`src/rtl/ddr3_cmd_arbiter.sv`:
```
// Round-robin arbiter sharing the DDR3 command FIFO write port between two hosts,
// with tREFI-driven refresh insertion. Define ARB_STATS_EN to add grant counters.
module ddr3_cmd_arbiter #(
  parameter int unsigned T_REFI     = 1560,
  parameter int unsigned REF_URGENT = 4,
  parameter int unsigned REF_MAX    = 8,
  parameter logic [2:0]  REF_OPC    = 3'b011
) (
  input  logic        clk,
  input  logic        reset,
  input  logic        ready,
  input  logic        req0_valid,
  input  logic [33:0] req0_cmd,
  output logic        req0_ack,
  input  logic        req1_valid,
  input  logic [33:0] req1_cmd,
  output logic        req1_ack,
  input  logic        CMD_full,
  output logic        CMD_put,
  output logic [33:0] CMD_data_in,
  output logic [3:0]  ref_pending,
`ifdef ARB_STATS_EN
  output logic [15:0] grant_cnt0,
  output logic [15:0] grant_cnt1,
  output logic [15:0] ref_cnt,
`endif
  output logic        ref_overflow
);

  localparam int unsigned TW = (T_REFI > 1) ? $clog2(T_REFI) : 1;
  localparam logic [TW-1:0] RELOAD   = TW'(T_REFI - 1);
  localparam logic [3:0]    P_MAX    = 4'(REF_MAX);
  localparam logic [3:0]    P_URGENT = 4'(REF_URGENT);
  localparam logic [33:0]   REF_WORD = {REF_OPC, 31'b0};

  typedef enum logic [1:0] {IDLE, ISSUE, GAP} state_t;
  typedef enum logic [1:0] {SRC_NONE, SRC_P0, SRC_P1, SRC_REF} src_t;

  state_t        state, next_state;
  src_t          src_q, src_d;
  logic [33:0]   data_q, data_d;
  logic          rr_last;
  logic [TW-1:0] timer;
  logic          expire, ref_issue;

  assign expire    = ready && (timer == '0);
  assign ref_issue = (state == ISSUE) && (src_q == SRC_REF);

  assign CMD_put     = (state == ISSUE);
  assign CMD_data_in = data_q;
  assign req0_ack    = (state == ISSUE) && (src_q == SRC_P0);
  assign req1_ack    = (state == ISSUE) && (src_q == SRC_P1);

  always_comb begin
    next_state = state;
    src_d      = src_q;
    data_d     = data_q;
    case (state)
      IDLE: begin
        if (ready && !CMD_full) begin
          // urgent refresh > round-robin hosts > opportunistic refresh
          if (ref_pending >= P_URGENT)             src_d = SRC_REF;
          else if (req0_valid && req1_valid)       src_d = rr_last ? SRC_P0 : SRC_P1;
          else if (req0_valid)                     src_d = SRC_P0;
          else if (req1_valid)                     src_d = SRC_P1;
          else if (ref_pending != '0)              src_d = SRC_REF;
          else                                     src_d = SRC_NONE;
          case (src_d)
            SRC_P0:  data_d = req0_cmd;
            SRC_P1:  data_d = req1_cmd;
            SRC_REF: data_d = REF_WORD;
            default: data_d = data_q;
          endcase
          if (src_d != SRC_NONE) next_state = ISSUE;
        end
      end
      ISSUE:   next_state = GAP;
      GAP:     next_state = IDLE;
      default: next_state = IDLE;
    endcase
  end

  always_ff @(posedge clk) begin
    if (reset) begin
      state        <= IDLE;
      src_q        <= SRC_NONE;
      data_q       <= '0;
      rr_last      <= 1'b1;
      timer        <= RELOAD;
      ref_pending  <= '0;
      ref_overflow <= 1'b0;
    end else begin
      state  <= next_state;
      src_q  <= src_d;
      data_q <= data_d;
      if (state == ISSUE && src_q == SRC_P0) rr_last <= 1'b0;
      if (state == ISSUE && src_q == SRC_P1) rr_last <= 1'b1;
      if (ready) timer <= (timer == '0) ? RELOAD : timer - 1'b1;
      if (expire && ref_pending == P_MAX) ref_overflow <= 1'b1;
      // simultaneous expiry and refresh issue leave the count unchanged
      if (expire && !ref_issue) begin
        if (ref_pending != P_MAX) ref_pending <= ref_pending + 4'd1;
      end else if (!expire && ref_issue) begin
        ref_pending <= ref_pending - 4'd1;
      end
    end
  end

`ifdef ARB_STATS_EN
  always_ff @(posedge clk) begin
    if (reset) begin
      grant_cnt0 <= '0;
      grant_cnt1 <= '0;
      ref_cnt    <= '0;
    end else if (state == ISSUE) begin
      if (src_q == SRC_P0  && grant_cnt0 != '1) grant_cnt0 <= grant_cnt0 + 16'd1;
      if (src_q == SRC_P1  && grant_cnt1 != '1) grant_cnt1 <= grant_cnt1 + 16'd1;
      if (src_q == SRC_REF && ref_cnt    != '1) ref_cnt    <= ref_cnt + 16'd1;
    end
  end
`endif

endmodule
```
`config.mk`:
```
export PLATFORM = sky130hd
export DESIGN_NAME = ddr3_cmd_arbiter
export DESIGN_NICKNAME = d
export VERILOG_FILES = /design/src/rtl/ddr3_cmd_arbiter.sv
export SDC_FILE = /design/constraint.sdc
export NUM_CORES = 1
export LEC_CHECK = 0
export ABC_CLOCK_PERIOD_IN_PS = 4600
export CAP_MARGIN = 20
export CORE_MARGIN = 4
export CORE_UTILIZATION = 45
export DETAILED_ROUTE_END_ITERATION = 8
export PLACE_DENSITY = 0.86
export SLEW_MARGIN = 10
export SYNTH_ARGS = -nofsm -noshare
export SYNTH_HDL_FRONTEND = slang
export SYNTH_SLANG_ARGS = --single-unit
```
`constraint.sdc`:
```
create_clock -name clk -period 4.6 [get_ports clk]
set_input_delay 0.69 -clock clk [delete_from_list [all_inputs] [get_ports clk]]
set_output_delay 0.69 -clock clk [all_outputs]
set_load 0.02 [all_outputs]
```
# After elaboration in Yosys (flattened, before gate mapping)
# Index checks and enable logic that the tools add are counted.
[op_classes]
n_addsub = 3
n_lt_le_gt_ge = 1
eq_ne = 12
mux = 16
n_reduce_logical = 23
[op_table]
columns = ["operator", "count"]
rows = [
  ["$pmux W34 S3", 1],
  ["$mux W2", 10],
  ["$mux W4", 3],
  ["$logic_not A11 Y1", 1],
  ["$mux W11", 1],
  ["$sub A11 B1 Y11 const B", 1],
  ["$logic_and A1 B1 Y1", 9],
  ["$eq A2 B2 Y1 const B", 4],
  ["$eq A2 B1 Y1 const B", 3],
  ["$reduce_and A2 Y1", 3],
  ["$add A4 B1 Y4 const B", 1],
  ["$eq A4 B4 Y1 const B", 1],
  ["$ge A4 B3 Y1 const B", 1],
  ["$ne A2 B2 Y1 const B", 2],
  ["$ne A4 B4 Y1 const B", 1],
  ["$pmux W2 S2", 1],
  ["$reduce_bool A2 Y1", 2],
  ["$reduce_bool A4 Y1", 1],
  ["$sub A4 B1 Y4 const B", 1],
  ["$logic_not A1 Y1", 3],
  ["$reduce_and A3 Y1", 1],
  ["$reduce_bool A3 Y1", 1],
  ["$logic_not A2 Y1", 1],
  ["$ne A2 B1 Y1 const B", 1],
  ["$reduce_or A2 Y1", 1],
]
[totals]
regBits = 55
in_bits = 74
out_inout_bits = 42

# Depth between registers and ports, before layout
# Gate-level depths: netlist (run 1).
[depth]
ltp_word = 12
mapped_depth = 11
depth_no_buf = 10

# Worst setup path after synthesis (run 1)
# No wires, ideal clock.
[synth_timing]
path_kind = "input-to-reg"
start = "input port ready"
end = "register ref_pending[3]"
setup_ns = 0.121
t_arrival_ns = 2.422
t_required_ns = 4.479
setup_slack_ns = 2.057
cell_stages = 9
path_cell_list = "nor3b_1 > and4_1 > buf_2 > nand2b_1 > ha_1 > nand3_1 > a211o_1 > mux2i_1 > mux2_2"
[synth_between]
elab_chain_len = 5
elab_cells_between_ends = 8
cone_classes = "1 x eq/ne; 1 x mux; 6 x reduce/logical"
[synth_lines]
columns = ["item", "line", "rtl"]
rows = [
  ["start: declaration", "11", "input logic ready,"],
  ["$logic_and A1 B1 Y1 *", "46", "assign expire = ready && (timer == '0);"],
  ["$logic_not A1 Y1", "103", "end else if (!expire && ref_issue) begin"],
  ["$logic_and A1 B1 Y1", "103", ""],
  ["$reduce_bool A2 Y1 (no line)", "n/a", ""],
  ["$reduce_and A2 Y1 (no line)", "n/a", ""],
  ["end signal: assignment", "102", "if (ref_pending != P_MAX) ref_pending <= ref_pending + 4'd1;"],
  ["end signal: assignment", "104", "ref_pending <= ref_pending - 4'd1;"],
  ["end: declaration", "21", "output logic [3:0] ref_pending,"],
]
# Mark *: on every way between the ends. The rest lies on a longest branch, timed or not.
# A chain may end at the register's enable or synchronous reset.

# Worst setup path after layout (run 1)
# Same ends and word-level chain as after synthesis.

==> results of run 1 <==
-- cell usage after synthesis, types with 2 or more instances --
cell type   n
dfxtp_1    55
nor2_1     52
nand2_1    32
o21ai_0    21
a311oi_1   20
clkbuf_1   15
nor3_1     14
a221oi_1   13
a21oi_1     6
xnor2_1     6
xor2_1      5
ha_1        4
nand2b_1    4
nor2b_1     4
buf_2       3
inv_1       3
mux2_2      3
mux2i_1     3
nand3_1     3
nor4b_1     3
buf_6       2
nor3b_1     2
or3_1       2
-- report_power, final --
part / internal [mW] / switching [mW] / total, mW
clock: 0.137 / 0.155 / 0.292
combinational: 0.120 / 0.105 / 0.226
sequential: 0.500 / 0.0144 / 0.514
total: 0.757 / 0.274 / 1.03
-- critical path, cell delays in order --
cell and delay (ps):
clkdlybuf4s50_1 610, nor3b_1 200, and4_1 350, nand2b_1 150, ha_1 360, a21oi_1 100, a211o_1 300, mux2i_1 160
mux2_2 350
-- worst paths after layout --
kind	from	endpoint	cells past startpoint
worst max register to register	timer[4]	ref_pending[3]	8
worst max-delay path	ready	ref_pending[3]	9
worst min-delay path	CMD_data_in[31]	CMD_data_in[31]	2
worst min register to register	CMD_data_in[31]	CMD_data_in[31]	2
-- stage by stage --
stage,std cells,worst slack (ps),area [um2],hold WS (ps),utilization (%)
2_1_floorplan,297,2060,2580,460,-
3_3_place_gp,465,1340,3740,443,67.5
3_5_place_dp,465,1260,3740,450,67.5
4_1_cts,473,1590,3840,463,69.3
5_1_grt,474,1390,3860,511,69.6
6_report,474,1550,3860,461,69.6
-- per-layer routing --
layer,vias to the layer above,track usage [%],part of all wire [%]
met4,0,5.26,1.0
met3,8,6.91,7.3
li1,1279,-,-
met2,90,36.2,50
met1,1214,24.0,41
met5,-,0,0
-- cell families after synthesis --
kind of cell    Yosys count  share of synthesized area [%]
compound gates           70                           20.5
simple gates            126                           23.6
fa+ha+maj                 5                           2.71
xor+xnor                 11                           3.73
flops                    55                           42.7
mux                       6                           2.47
buf+inv                  24                           4.36
-- sequential cells by signal, summed over array words and instances (netlist names) --
name,cells
state,2
timer,11
CMD_data_in,34
ref_pending,4
ref_overflow,1
rr_last,1
src_q,2
-- area by class of cell --
class                   count  area (um2)  share of cell area, %
clock inverters             1        7.51                  0.195
multi-input cells         218        1370                   35.6
repair buffers            118        1180                   30.5
clock buffers               7        96.3                   2.50
flip-flops and latches     55        1100                   28.6
inverters                   3        11.3                  0.292
well taps                  72        90.1                   2.34
==> results.yml, run 1 <==
power_and_ir_drop:
  total_power_mw: 1.03
  peakVddDrop_v: 0.000117
  p_leak_nw: 1.37
  power.density_nw_per_um2: 268
floorplanning:
  rows: 27
  die-area_um2: 7010
  core_area_um2: 5540
  boundaryPins: 116
  fp.dieH_um: 83.7
  start_util_pct: 46.6
  width_of_the_chip_um: 83.7
sta:
  maxSlewHeadroom_pct: 36.6
  final_min_period_over_clock_period_pct: 66.3
  max_transition_viols_final: 0
  fmaxAchievable_mhz: 328
  report.final.setup_viol: 0
  min_period_ps: 3050
  timing.final.hold_violations: 0
  finClkSkew_ps: 4.91
  max_slew.worst_pin.slew_ps: 948
  rsz_0062_raised_after_global_routing: "no"
  setup_total_neg_slack_ps: 0
global_route:
  grt_antenna_before_repair: 0
  groute.usage.overall_pct: 20.6
  grt_overflow_total: 0
  maximum_number_of_pins_on_one_net_before_global_route_repair: 52
  via_count_of_the_first_global_routing_pass: 2650
  grt_first_pass_wirelength_um: 12100
drt:
  wl_um: 7370
  detailedRoute.firstPassIterationCount: 4
  post_drt_via_cell_ratio: 5.47
  dr_total_vias: 2591
  routed_wire_length_per_instance_um: 15.6
  drt_drc_violations_left: 0
  drt.antenna.violating_nets: 0
  detailedRoute.firstIterationViolations: 137
synth:
  synth-async-reset-ratio_pct: 0
  post_synth_net_total: 376
  sequential_element_share_of_the_synthesized_area_pct: 42.7
  synth_top_area_cell: "dfxtp_1"
  synthDominantCellAreaShare_pct: 42.7
  syn_area_um2: 2580
  synth_enable_flop_cells: 0
  count_of_cell_types_in_the_netlist: 45
  ys_seq_elements: 55
  synthesis.yosys.warnings: 0
  post_syn_instances: 297
  netlist_top_cells_area: "dfxtp_1 (43%), nor2_1 (7.6%), a311oi_1 (6.8%), nand2_1 (4.7%), a221oi_1 (4.4%)"
  post_synth.cell_area_avg_um2: 8.69
  ys.flop_type: "dfxtp_1"
clocking:
  cts_tree: "yes"
  clock_tree.root_cell: "clkbuf_8"
  postCtsResizedCells: 0
  number_of_buffers_inserted_for_hold_repair_after_clock_tree_synthesis: 0
  htree_levels: 2
  postCtsSetupBuffers: 0
  clk_pin_slew_worst_paths_ps: 90
  clock_buffers_created_by_tritoncts: 5
  clock_sink_count: 55
  clock_insertion_delay_worst_skew_ps: 310
  cts-root-to-sink-buffers: 2
setup_path:
  cp_data_required_time_ps: 4800
  worst_setup_path_end_kind: "flip-flop"
  critical_path_class: "in2reg"
  critPathMaxFanout: 8
  setup.worst_path.start_class: "input pin"
  worst_reg2reg_setup_slack_ps: 1920
  critical_path_arrival_ps: 3250
run_status:
  outcome: "finished, final reports clean"
layout:
  layout.cells.most_common: "clkdlybuf4s50_1"
  filler_cell_count: 453
  area_growth_pct: 49.4
  share_of_final_layout_standard_cells_stronger_than_drive_strength_1_pct: 5.22
  mostFrequentLayoutCells: "clkdlybuf4s50_1 (114), dfxtp_1 (55), nor2_1 (52)"
  num_antenna_cells: 0
  nNetsFinal: 480
placed_design:
  globalplace.congestion: 0.726
  i_o_buffers: 115
  detailed_place_hpwl_um: 5420
worst_hold_path:
  min_path_type: "reg2reg"
flow_run:
  maxcap_violations: 0
Note: power is estimated with default switching activity, not from simulation.
==> inputs of run 2 (changes only) <==
Settings changed: ABC_CLOCK_PERIOD_IN_PS 4600 to 2750, CORE_UTILIZATION 45 to 38, PLACE_DENSITY 0.86 to 0.77.
Clock period 4.6 ns to 2.75 ns, I/O delays scaled along.
==> run 2 against run 1 <==
  * Total power up 82%
  * Clock power rose by 120%
  * Via count is essentially flat
  * Count of clock-buffer cells in the layout decreased by 2
  * Critical path type is now reg2reg
  * Critical endpoint unchanged
  * Largest power group unchanged
==> results.yml, run 2 (same netlist as run 1, synthesis figures left out) <==
run_status:
  outcome: "finished, final reports clean"
sta:
  max_transition_viols_final: 0
  report.final.setup_viol: 0
  maxSlewHeadroom_pct: 37.1
  timing.final.hold_violations: 0
  rsz_0062_raised_after_global_routing: "no"
  fmaxAchievable_mhz: 412
  max_slew.worst_pin.slew_ps: 940
  finClkSkew_ps: 9.20
  final_min_period_over_clock_period_pct: 88.3
  min_period_ps: 2430
  hold-worst-slack_ps: 465
setup_path:
  max_stage_delay_ps: 360
  rr_worst_depth: 8
  worst_reg2reg_setup_slack_ps: 320
  critical_path.slowest_cell: "dfxtp_1"
  worst_setup_path_end_kind: "flip-flop"
  cp_data_required_time_ps: 2950
  worstPathCellList: "nor4_2, and4_1, nand2b_1, ha_1, a21oi_1, a211o_1, mux2i_1, mux2_2"
  critPathMaxFanout: 4
  critical_path_class: "reg2reg"
  critical_path_arrival_ps: 2630
  reg2reg_from: "timer[4]"
  worst_path_dominant_cell_family: "simple AND/OR/NAND/NOR gates"
  buffering_stage_count_on_the_worst_path_with_inverters_included: 0
  regToRegEndpoint: "ref_pending[3]"
  setup.worst_path.start_class: "flip-flop"
drt:
  detailedRoute.firstPassIterationCount: 4
  post_drt_via_cell_ratio: 5.31
  routed_wire_length_per_instance_um: 15.0
  wl_um: 7330
  drt.antenna.violating_nets: 0
  detailedRoute.firstIterationViolations: 95
  dr_total_vias: 2589
  drt_drc_violations_left: 0
placed_design:
  globalplace.congestion: 0.781
  i_o_buffers: 115
  detailed_place_hpwl_um: 5620
  placedCellCount: 480
global_route:
  via_count_of_the_first_global_routing_pass: 2526
  grt_antenna_before_repair: 0
  grt_first_pass_wirelength_um: 12300
  groute.usage.overall_pct: 18.1
  maximum_number_of_pins_on_one_net_before_global_route_repair: 32
  grt_overflow_total: 0
clocking:
  clk_pin_slew_worst_paths_ps: 110
  clock_buffers_created_by_tritoncts: 5
  cts_tree: "yes"
  clock_tree.root_cell: "clkbuf_8"
  number_of_buffers_inserted_for_hold_repair_after_clock_tree_synthesis: 0
  postCtsResizedCells: 0
  cts-root-to-sink-buffers: 2
  postCtsSetupBuffers: 0
  clock_sink_count: 55
  clock_insertion_delay_worst_skew_ps: 310
  htree_levels: 2
floorplanning:
  core_area_um2: 6460
  width_of_the_chip_um: 90.4
  fp.dieH_um: 90.4
  start_util_pct: 40.0
  rows: 29
  die-area_um2: 8170
  boundaryPins: 116
worst_hold_path:
  worst_hold_startpoint: "CMD_data_in[31]"
  min_path_type: "reg2reg"
  timing.hold.worst_path_depth: 2
  end_point_of_the_worst_hold_path: "CMD_data_in[31]"
flow_run:
  maxcap_violations: 0
layout:
  nNetsFinal: 489
  mostFrequentLayoutCells: "clkdlybuf4s50_1 (114), dfxtp_1 (55), nor2_1 (52)"
  post_layout_nonfiller_instances: 488
  largest_register_ffs: 34
  layout.cells.most_common: "clkdlybuf4s50_1"
  num_antenna_cells: 0
  area_growth_pct: 54.2
  share_of_final_layout_standard_cells_stronger_than_drive_strength_1_pct: 7.30
power_and_ir_drop:
  total_power_mw: 1.88
  p_leak_nw: 1.43
  peakVddDrop_v: 0.000214
  power.density_nw_per_um2: 472
## run 2: changes by cell type in the layout (fill, tap and decap cells not counted)
cell,previous run,this run
buf_4,2,10
buf_12,0,2
bufinv_16,0,2
clkbuf_8,7,5
buf_8,1,0
## run 2: worst max path at each step
stage	from	to	slack [ps]	depth (start not counted)
after floorplan	timer[4]	ref_pending[3]	340	9
after detailed placement	ready	ref_pending[3]	-3	9
final	timer[4]	ref_pending[3]	320	8
after global placement	ready	ref_pending[3]	50	9
after global routing	timer[4]	ref_pending[3]	110	8
after CTS	timer[4]	ref_pending[3]	310	8
## run 2: routing by layer
layer	part of all wire [%]	up-vias	global-route usage, %
met5	0	-	0
met4	2.4	0	6.25
met3	7.4	14	6.00
met2	48	76	30.9
met1	42	1204	21.2
li1	-	1295	-
## run 2: area by class of cell
class | instances | area, um2
clock buffers | 5 | 68.8
repair buffers | 127 | 1260
well taps | 77 | 96.3
flip-flops and latches | 55 | 1100
fillers | 579 | 2480
multi-input cells | 218 | 1370
clock inverters | 3 | 67.6
inverters | 3 | 11.3
## run 2: through the flow
step / utilization, % / area (um2) / setup WS, ps / setup TNS [ps]
after floorplan: - / 2580 / 336 / 0
after global placement: 59.5 / 3840 / 51.3 / 0
after detailed placement: 59.5 / 3840 / -3.46 / -3.46
after CTS: 61.6 / 3980 / 306 / 0
after global routing: 61.6 / 3980 / 115 / 0
final: 61.6 / 3980 / 323 / 0
## run 2: power by group
group | internal (mW) | switching, mW | total (mW) | leakage (nW)
clock | 0.363 | 0.272 | 0.636 | 0.0644
combinational | 0.209 | 0.175 | 0.384 | 0.918
sequential | 0.836 | 0.0235 | 0.860 | 0.449
## run 2: tightest hold or removal path: cells and delay by family (launching register included)
| family | cells | cell delay, ps |
|---|---|---|
| AO/OA/AOI/OAI | 1 | 50 |
| flip-flops | 1 | 330 |
| AND/OR/NAND/NOR | 1 | 50 |
